$ cat config.mk
export PLATFORM = sky130hd
export DESIGN_NAME = axis_frame_source
export DESIGN_NICKNAME = d
export VERILOG_FILES = /design/src/rtl/mean_filter_pkg.sv /design/src/rtl/prbs16.sv /design/src/rtl/axis_frame_source.sv
export SDC_FILE = /design/constraint.sdc
export NUM_CORES = 1
export LEC_CHECK = 0
export CAP_MARGIN = 20
export CORE_ASPECT_RATIO = 2
export CORE_MARGIN = 4
export CORE_UTILIZATION = 35
export CTS_CLUSTER_DIAMETER = 50
export DETAILED_ROUTE_END_ITERATION = 10
export GPL_ROUTABILITY_DRIVEN = 0
export SETUP_SLACK_MARGIN = 0.15
export SYNTH_ARGS = -nofsm -noshare
export SYNTH_HDL_FRONTEND = slang
export SYNTH_SLANG_ARGS = --single-unit
$ cat constraint.sdc
create_clock -name clk -period 3.1 [get_ports clk]
set_input_delay 0.62 -clock clk [delete_from_list [all_inputs] [get_ports clk]]
set_output_delay 0.62 -clock clk [all_outputs]
set_load 0.05 [all_outputs]
$ cat src/rtl/mean_filter_pkg.sv
// Shared types and constants for the mean filter stream path: pattern and
// source FSM encodings plus the PRBS16 polynomial used by source and checkers.
package mean_filter_pkg;

   typedef enum logic [1:0] {
      PAT_HRAMP   = 2'd0,
      PAT_VRAMP   = 2'd1,
      PAT_CHECKER = 2'd2,
      PAT_PRBS    = 2'd3
   } pattern_e;

   typedef enum logic [1:0] {
      ST_IDLE   = 2'd0,
      ST_ACTIVE = 2'd1,
      ST_HBLANK = 2'd2,
      ST_VBLANK = 2'd3
   } state_e;

   localparam logic [15:0] PRBS_SEED = 16'hACE1;
   // Fibonacci taps for x^16+x^14+x^13+x^11+1 seen from the shift-right end.
   localparam logic [15:0] PRBS_TAPS = 16'h002D;

   function automatic logic [15:0] prbs16_step(input logic [15:0] s);
      return {^(s & PRBS_TAPS), s[15:1]};
   endfunction

endpackage

$ cat src/rtl/prbs16.sv
// 16-bit Fibonacci LFSR with synchronous reseed and gated advance; reseed wins
// over advance so a frame start always begins from PRBS_SEED.
module prbs16
   import mean_filter_pkg::*;
(
   input  logic        clk,
   input  logic        rst_n,
   input  logic        i_load,
   input  logic        i_advance,
   output logic [15:0] o_state
);

   logic [15:0] r_state;

   // NOTE: state registers use non-blocking assignments with the asynchronous
   // reset in the sensitivity list, so every flop clears the moment rst_n drops.
   always_ff @(posedge clk or negedge rst_n) begin
      if (!rst_n) begin
         r_state <= PRBS_SEED;
      end else if (i_load) begin
         r_state <= PRBS_SEED;
      end else if (i_advance) begin
         r_state <= prbs16_step(r_state);
      end
   end

   assign o_state = r_state;

endmodule

$ cat src/rtl/axis_frame_source.sv
// AXI-Stream raster frame generator with line/frame blanking, tuser on the
// first pixel of a frame and tlast on the last pixel of each line.
module axis_frame_source
   import mean_filter_pkg::*;
#(
   parameter int DATA_WIDTH   = 8,
   parameter int FRAME_WIDTH  = 640,
   parameter int FRAME_HEIGHT = 512,
   parameter int HBLANK       = 16,
   parameter int VBLANK       = 64
) (
   input  logic                  clk,
   input  logic                  rst_n,
   input  logic                  enable,
   input  logic [1:0]            pattern_sel,
   output logic [DATA_WIDTH-1:0] m_axis_tdata,
   output logic                  m_axis_tvalid,
   output logic                  m_axis_tlast,
   output logic                  m_axis_tuser,
   input  logic                  m_axis_tready,
   output logic                  busy,
   output logic                  frame_done
);

   localparam int XW        = $clog2(FRAME_WIDTH);
   localparam int YW        = $clog2(FRAME_HEIGHT);
   localparam int BLANK_MAX = (HBLANK > VBLANK) ? ((HBLANK > 1) ? HBLANK : 1)
                                                : ((VBLANK > 1) ? VBLANK : 1);
   localparam int BW        = (BLANK_MAX > 1) ? $clog2(BLANK_MAX) : 1;

   localparam logic [XW-1:0] X_LAST  = XW'(FRAME_WIDTH - 1);
   localparam logic [YW-1:0] Y_LAST  = YW'(FRAME_HEIGHT - 1);
   localparam logic [BW-1:0] HB_LAST = BW'((HBLANK > 0) ? HBLANK - 1 : 0);
   localparam logic [BW-1:0] VB_LAST = BW'((VBLANK > 0) ? VBLANK - 1 : 0);

   state_e                r_state,  w_state_nxt;
   pattern_e              r_pat,    w_pat_nxt;
   logic [XW-1:0]         r_x,      w_x_nxt;
   logic [YW-1:0]         r_y,      w_y_nxt;
   logic [BW-1:0]         r_blank,  w_blank_nxt;
   logic [DATA_WIDTH-1:0] r_tdata,  w_tdata_nxt;
   logic                  r_tvalid, w_tvalid_nxt;
   logic                  r_tlast,  w_tlast_nxt;
   logic                  r_tuser,  w_tuser_nxt;
   logic                  r_busy,   w_busy_nxt;
   logic                  r_done,   w_done_nxt;
   logic                  w_fire;
   logic                  w_decide;
   logic                  w_prbs_load;
   logic                  w_prbs_adv;
   logic [15:0]           w_prbs_state;
   logic [15:0]           w_prbs_nxt;

   function automatic logic [DATA_WIDTH-1:0] pixel(
      input pattern_e        pat,
      input logic [XW-1:0]   x,
      input logic [YW-1:0]   y,
      input logic [15:0]     prbs
   );
      logic chk;
      chk = 1'(32'(x) >> 3) ^ 1'(32'(y) >> 3);
      case (pat)
         PAT_HRAMP:   return DATA_WIDTH'(x);
         PAT_VRAMP:   return DATA_WIDTH'(y);
         PAT_CHECKER: return {DATA_WIDTH{chk}};
         default:     return DATA_WIDTH'(prbs);
      endcase
   endfunction

   assign w_fire = r_tvalid & m_axis_tready;

   prbs16 u_prbs (
      .clk       (clk),
      .rst_n     (rst_n),
      .i_load    (w_prbs_load),
      .i_advance (w_prbs_adv),
      .o_state   (w_prbs_state)
   );

   always_ff @(posedge clk or negedge rst_n) begin
      if (!rst_n) begin
         r_state  <= ST_IDLE;
         r_pat    <= PAT_HRAMP;
         r_x      <= '0;
         r_y      <= '0;
         r_blank  <= '0;
         r_tdata  <= '0;
         r_tvalid <= 1'b0;
         r_tlast  <= 1'b0;
         r_tuser  <= 1'b0;
         r_busy   <= 1'b0;
         r_done   <= 1'b0;
      end else begin
         r_state  <= w_state_nxt;
         r_pat    <= w_pat_nxt;
         r_x      <= w_x_nxt;
         r_y      <= w_y_nxt;
         r_blank  <= w_blank_nxt;
         r_tdata  <= w_tdata_nxt;
         r_tvalid <= w_tvalid_nxt;
         r_tlast  <= w_tlast_nxt;
         r_tuser  <= w_tuser_nxt;
         r_busy   <= w_busy_nxt;
         r_done   <= w_done_nxt;
      end
   end

   // NOTE: every signal driven here gets a default first, so no path through
   // the case statement can leave a value unassigned and infer a latch.
   always_comb begin
      w_state_nxt = r_state;
      w_pat_nxt   = r_pat;
      w_x_nxt     = r_x;
      w_y_nxt     = r_y;
      w_blank_nxt = r_blank;
      w_decide    = 1'b0;
      w_prbs_load = 1'b0;
      w_prbs_adv  = 1'b0;
      w_done_nxt  = 1'b0;
      case (r_state)
         ST_IDLE: w_decide = 1'b1;
         ST_ACTIVE: begin
            if (w_fire) begin
               w_prbs_adv = 1'b1;
               if (r_x == X_LAST) begin
                  w_x_nxt     = '0;
                  w_blank_nxt = '0;
                  if (r_y == Y_LAST) begin
                     w_y_nxt    = '0;
                     w_done_nxt = 1'b1;
                     if (VBLANK == 0) w_decide = 1'b1;
                     else             w_state_nxt = ST_VBLANK;
                  end else begin
                     w_y_nxt = r_y + YW'(1);
                     if (HBLANK != 0) w_state_nxt = ST_HBLANK;
                  end
               end else begin
                  w_x_nxt = r_x + XW'(1);
               end
            end
         end
         ST_HBLANK: begin
            if (r_blank == HB_LAST) w_state_nxt = ST_ACTIVE;
            else                    w_blank_nxt = r_blank + BW'(1);
         end
         ST_VBLANK: begin
            if (r_blank == VB_LAST) w_decide    = 1'b1;
            else                    w_blank_nxt = r_blank + BW'(1);
         end
         default: w_state_nxt = ST_IDLE;
      endcase
      // Frame-start decision: the only place pattern_sel is sampled.
      if (w_decide) begin
         w_x_nxt = '0;
         w_y_nxt = '0;
         if (enable) begin
            w_state_nxt = ST_ACTIVE;
            w_pat_nxt   = pattern_e'(pattern_sel);
            w_prbs_load = 1'b1;
         end else begin
            w_state_nxt = ST_IDLE;
         end
      end
   end

   // Outputs are computed from next-state values so the registered beat is
   // already correct on the edge that enters or stays in ACTIVE.
   always_comb begin
      w_prbs_nxt   = w_prbs_load ? PRBS_SEED
                   : (w_prbs_adv ? prbs16_step(w_prbs_state) : w_prbs_state);
      w_tvalid_nxt = (w_state_nxt == ST_ACTIVE);
      w_tdata_nxt  = w_tvalid_nxt ? pixel(w_pat_nxt, w_x_nxt, w_y_nxt, w_prbs_nxt) : '0;
      w_tlast_nxt  = w_tvalid_nxt && (w_x_nxt == X_LAST);
      w_tuser_nxt  = w_tvalid_nxt && (w_x_nxt == '0) && (w_y_nxt == '0);
      w_busy_nxt   = (w_state_nxt != ST_IDLE);
   end

   assign m_axis_tdata  = r_tdata;
   assign m_axis_tvalid = r_tvalid;
   assign m_axis_tlast  = r_tlast;
   assign m_axis_tuser  = r_tuser;
   assign busy          = r_busy;
   assign frame_done    = r_done;

endmodule

==> results summary <==
The total wire length is 9030 um. In this run the worst path has a maximum fanout of 9. The arrival time reported for the critical path endpoint is 3090 ps. The number of global-route vias before repair came out at 2,734. The setup TNS after final layout is 0 ps.

The final critical-path required period came out at 2890 ps. For this design, the CTS-stage hold fixing added 0 buffers. The floorplan core area is 8950 sq um. The number of enable flip-flop cells after synthesis came out at 0. The later pin in the worst-skew pair is clocked with a latency of 330 ps. The synthesized net count came out at 356.

The worst register-to-register path begins at r_state[0]$_DFF_PN0_. The number of rows in the core area is 49. The share of total power dissipated in combinational logic is 0.381. The iteration-0 DRC count of the detailed router came out at 141. Dividing the final minimum period by the clock period gives 0.931. Setup violations remaining at the end of the flow were counted as 0. The worst-case headroom to the max-slew limit is 0.517. The number of clock sinks seen by CTS is 58. The transition time at the pin with the least slew margin came out at 725 ps. The register-to-register setup slack came out at 210 ps.

The dominant synthesized flop cell is sky130_fd_sc_hd__dfrtp_1. Of the total power, the share spent switching nets is 0.376. The largest buffer count on any clock path is 2.

The number of diodes came out at 0. The residual antenna-violating net count after detailed routing is 0. The synthesized netlist occupies a cell area of 3190 sq um. The die boundary width came out at 75.5 um. The async set-reset flop share out of synthesis came out at 1.00.

For this run, the post-layout net count is 392. The number of input and output port buffers inserted came out at 18. The worst setup path is launched from a flop. The total chip power is 3150 uW. The max-cap check violation count came out at 0. The maximum achievable frequency is 347 MHz.

Compared with the post-synthesis result, the final layout area differs by 22.4%. The HPWL after detailed placement is 6850 um. The flow ran to the end, and the final reports show no timing, DRC or antenna violations. The number of iterations in the first detailed-routing pass came out at 4.

The I/O pin total came out at 19. Across the VDD grid, the largest voltage drop is 0.315 mV. The pin count of the biggest net entering global routing came out at 33. The endpoint kind of the worst setup timing path is a flop. Each instance of the synthesized netlist takes up on average 9.33 sq um. The length in cells of the worst reg-to-reg path is 10.

The die covers 10,800 sq um. The path type of the worst setup path is reg2reg. The detailed-route vias per instance is 5.54. For the worst setup path, the data required time is 3310 ps. The layout cell share with drive strength beyond 1 came out at 0.175. The number of synthesis warnings is 0. Counting the buffers created by CTS gives 9.

The reported net switching power came out at 1180 uW. The sequential cell fraction of total power came out at 0.329. TritonCTS built the clock tree. The initial cell density of the core is 0.356. The first-pass GRT wire length is 14,300 um. The H-tree depth is 3. Of the synthesized area, sequential elements account for 0.458.

The clock root buffer is sky130_fd_sc_hd__clkbuf_16. The number of failing hold endpoints at the final stage is 0. Setup repair after global routing left no endpoint under its margin. The final worst clock skew is 8.19 ps. The remaining routing DRC violations came out at 0. The synthesized instance count is 342. The number of antenna violations at the first check in global routing is 0. The areal power density over the cells is 806 nW/um^2. The number of synthesized register bits came out at 58. The overall die height is 143 um.

In the final routed layout, each cell accounts on average for 18.6 um. The layout has 833 filler cells. The tightest min-delay check is of the in2async type. The fraction of power consumed by the clock network came out at 0.290. The global router's overall resource usage is 0.185. The total global routing overflow came out at 0. The number of distinct library cell variants in the gate-level netlist after synthesis came out at 63. The total number of vias came out at 2,688.

Summed over all cells, the static leakage comes to 0.00167 uW. The cell-internal power came out at 1960 uW. The end of the worst register-to-register path is m_axis_tdata[2]$_DFF_PN0_. Clock-pin slew was measured on the worst setup and hold paths at 50 ps. The number of pins with negative max-slew slack in the final report is 0.
[critical path: stages (launching register included)]
cell and delay [ps]:
sky130_fd_sc_hd__dfrtp_1 420, sky130_fd_sc_hd__inv_1 100, sky130_fd_sc_hd__ha_1 390, sky130_fd_sc_hd__nand4b_1 270
sky130_fd_sc_hd__o2bb2ai_4 230, sky130_fd_sc_hd__and2_2 250, sky130_fd_sc_hd__mux2i_4 260, sky130_fd_sc_hd__buf_4 190
sky130_fd_sc_hd__nor2_1 50, sky130_fd_sc_hd__a21o_2 260, sky130_fd_sc_hd__a311oi_1 340
[cell usage after synthesis, types with 4 or more instances]
cell type                  number  share of area
sky130_fd_sc_hd__a21oi_1       22          0.035
sky130_fd_sc_hd__a32o_1         4          0.013
sky130_fd_sc_hd__and3_1        10          0.020
sky130_fd_sc_hd__buf_2          4         0.0063
sky130_fd_sc_hd__clkbuf_1       8         0.0094
sky130_fd_sc_hd__dfrtp_1       50           0.39
sky130_fd_sc_hd__dfstp_2        8          0.066
sky130_fd_sc_hd__ha_1           8          0.031
sky130_fd_sc_hd__inv_1         10          0.012
sky130_fd_sc_hd__mux2i_1        8          0.025
sky130_fd_sc_hd__nand2_1       51          0.060
sky130_fd_sc_hd__nand3_1       17          0.027
sky130_fd_sc_hd__nand4_1        5         0.0098
sky130_fd_sc_hd__nor2_1        28          0.033
sky130_fd_sc_hd__nor3_1        14          0.022
sky130_fd_sc_hd__nor4_1         7          0.014
sky130_fd_sc_hd__o21ai_0        9          0.014
sky130_fd_sc_hd__or3_1          5         0.0098
sky130_fd_sc_hd__xnor2_1        6          0.016
sky130_fd_sc_hd__xor2_1         8          0.022
[stage by stage]
stage | area, sq um | setup slack, ps | hold WS, ps | std cells | utilization
2_1_floorplan | 3190 | 539 | 324 | 342 | -
5_1_grt | 3900 | 145 | 403 | 485 | 0.436
6_report | 3900 | 215 | 346 | 485 | 0.436
3_3_place_gp | 3560 | 57.6 | 480 | 465 | 0.398
4_1_cts | 3840 | 154 | 376 | 481 | 0.429
3_5_place_dp | 3560 | 45.2 | 480 | 465 | 0.398
[cell families (layout without fill, tap and decap cells)]
group                      after synthesis  after routing  synth area share
and+or+nand+nor                        160            160             0.255
AOI/OAI and AO/OA                       64             64             0.140
DFF                                     58             58             0.458
buffers and inverters                   26             67            0.0345
xor gates and xnor gates                14             14            0.0384
muxes                                   12             12            0.0428
adders and majority gates                8              8            0.0314
[registers in the layout, summed over array words and instances (netlist names)]
signal	count
r_state	2
u_prbs.o_state	16
m_axis_tlast	1
busy	1
m_axis_tvalid	1
m_axis_tdata	8
r_x	10
r_blank	6
r_pat	2
frame_done	1
m_axis_tuser	1
r_y	9
[layout make-up]
cell class | count | area, sq um | area share
Tap cell | 102 | 128 | 0.0327
Sequential cell | 58 | 1460 | 0.374
Clock buffer | 13 | 260 | 0.0667
Multi-Input combinational cell | 258 | 1660 | 0.424
Timing Repair Buffer | 40 | 340 | 0.0872
Clock inverter | 3 | 15.0 | 0.00385
Inverter | 11 | 41.3 | 0.0106
[worst max path at each step]
| stage | startpoint | endpoint | slack, ps | depth (start not counted) |
|---|---|---|---|---|
| final | r_state[0]$_DFF_PN0_ | m_axis_tdata[2]$_DFF_PN0_ | 210 | 10 |
| after global routing | r_state[0]$_DFF_PN0_ | m_axis_tdata[2]$_DFF_PN0_ | 150 | 10 |
| after CTS | r_state[0]$_DFF_PN0_ | m_axis_tdata[2]$_DFF_PN0_ | 150 | 10 |
| after detailed placement | m_axis_tready | m_axis_tdata[2]$_DFF_PN0_ | 50 | 7 |
| after global placement | m_axis_tready | m_axis_tdata[2]$_DFF_PN0_ | 60 | 7 |
| after floorplan | r_state[0]$_DFF_PN0_ | m_axis_tdata[3]$_DFF_PN0_ | 540 | 10 |
[power groups by stage]
stage | Combinational, uW | Clock (uW) | Sequential (uW)
5_1_grt | 1290 | 985 | 1060
3_3_place_gp | 1180 | 0 | 1040
6_report | 1200 | 911 | 1030
2_1_floorplan | 606 | 0 | 1210
3_5_place_dp | 1170 | 0 | 1050
4_1_cts | 1180 | 933 | 1040
[layer usage]
metal | routed length (um) | track usage | part of all wire
met5 | 0 | 0 | 0
met4 | 491 | 0.130 | 0.054
met3 | 239 | 0.0493 | 0.026
met2 | 5080 | 0.317 | 0.56
met1 | 3220 | 0.184 | 0.36
[what timing repair did]
item	in CTS	in global routing
gates resized for setup	1	7
setup buffers	0	4
setup endpoints to repair	1	6
cloned	0	0
pin swaps	0	0
[cell usage in the layout (no fill, tap or decap), types with 3 or more instances in the layout]
cell type	n
sky130_fd_sc_hd__nand2_1	51
sky130_fd_sc_hd__nor2_1	27
sky130_fd_sc_hd__mux2i_1	8
sky130_fd_sc_hd__o21ai_0	8
sky130_fd_sc_hd__dfrtp_1	50
sky130_fd_sc_hd__xor2_1	8
sky130_fd_sc_hd__inv_1	10
sky130_fd_sc_hd__buf_4	22
sky130_fd_sc_hd__nand4_1	5
sky130_fd_sc_hd__nand3_1	17
sky130_fd_sc_hd__dfstp_2	8
sky130_fd_sc_hd__a32o_1	4
sky130_fd_sc_hd__and3_1	10
sky130_fd_sc_hd__a21oi_1	21
sky130_fd_sc_hd__clkinv_2	3
sky130_fd_sc_hd__nor3_1	14
sky130_fd_sc_hd__nor4_1	6
sky130_fd_sc_hd__a211oi_1	3
sky130_fd_sc_hd__a311oi_1	3
sky130_fd_sc_hd__clkdlybuf4s50_1	17
sky130_fd_sc_hd__or3_1	5
sky130_fd_sc_hd__ha_1	7
sky130_fd_sc_hd__clkbuf_16	9
sky130_fd_sc_hd__mux2_2	3
sky130_fd_sc_hd__xnor2_1	6
Power figures use the tool's default switching activity.
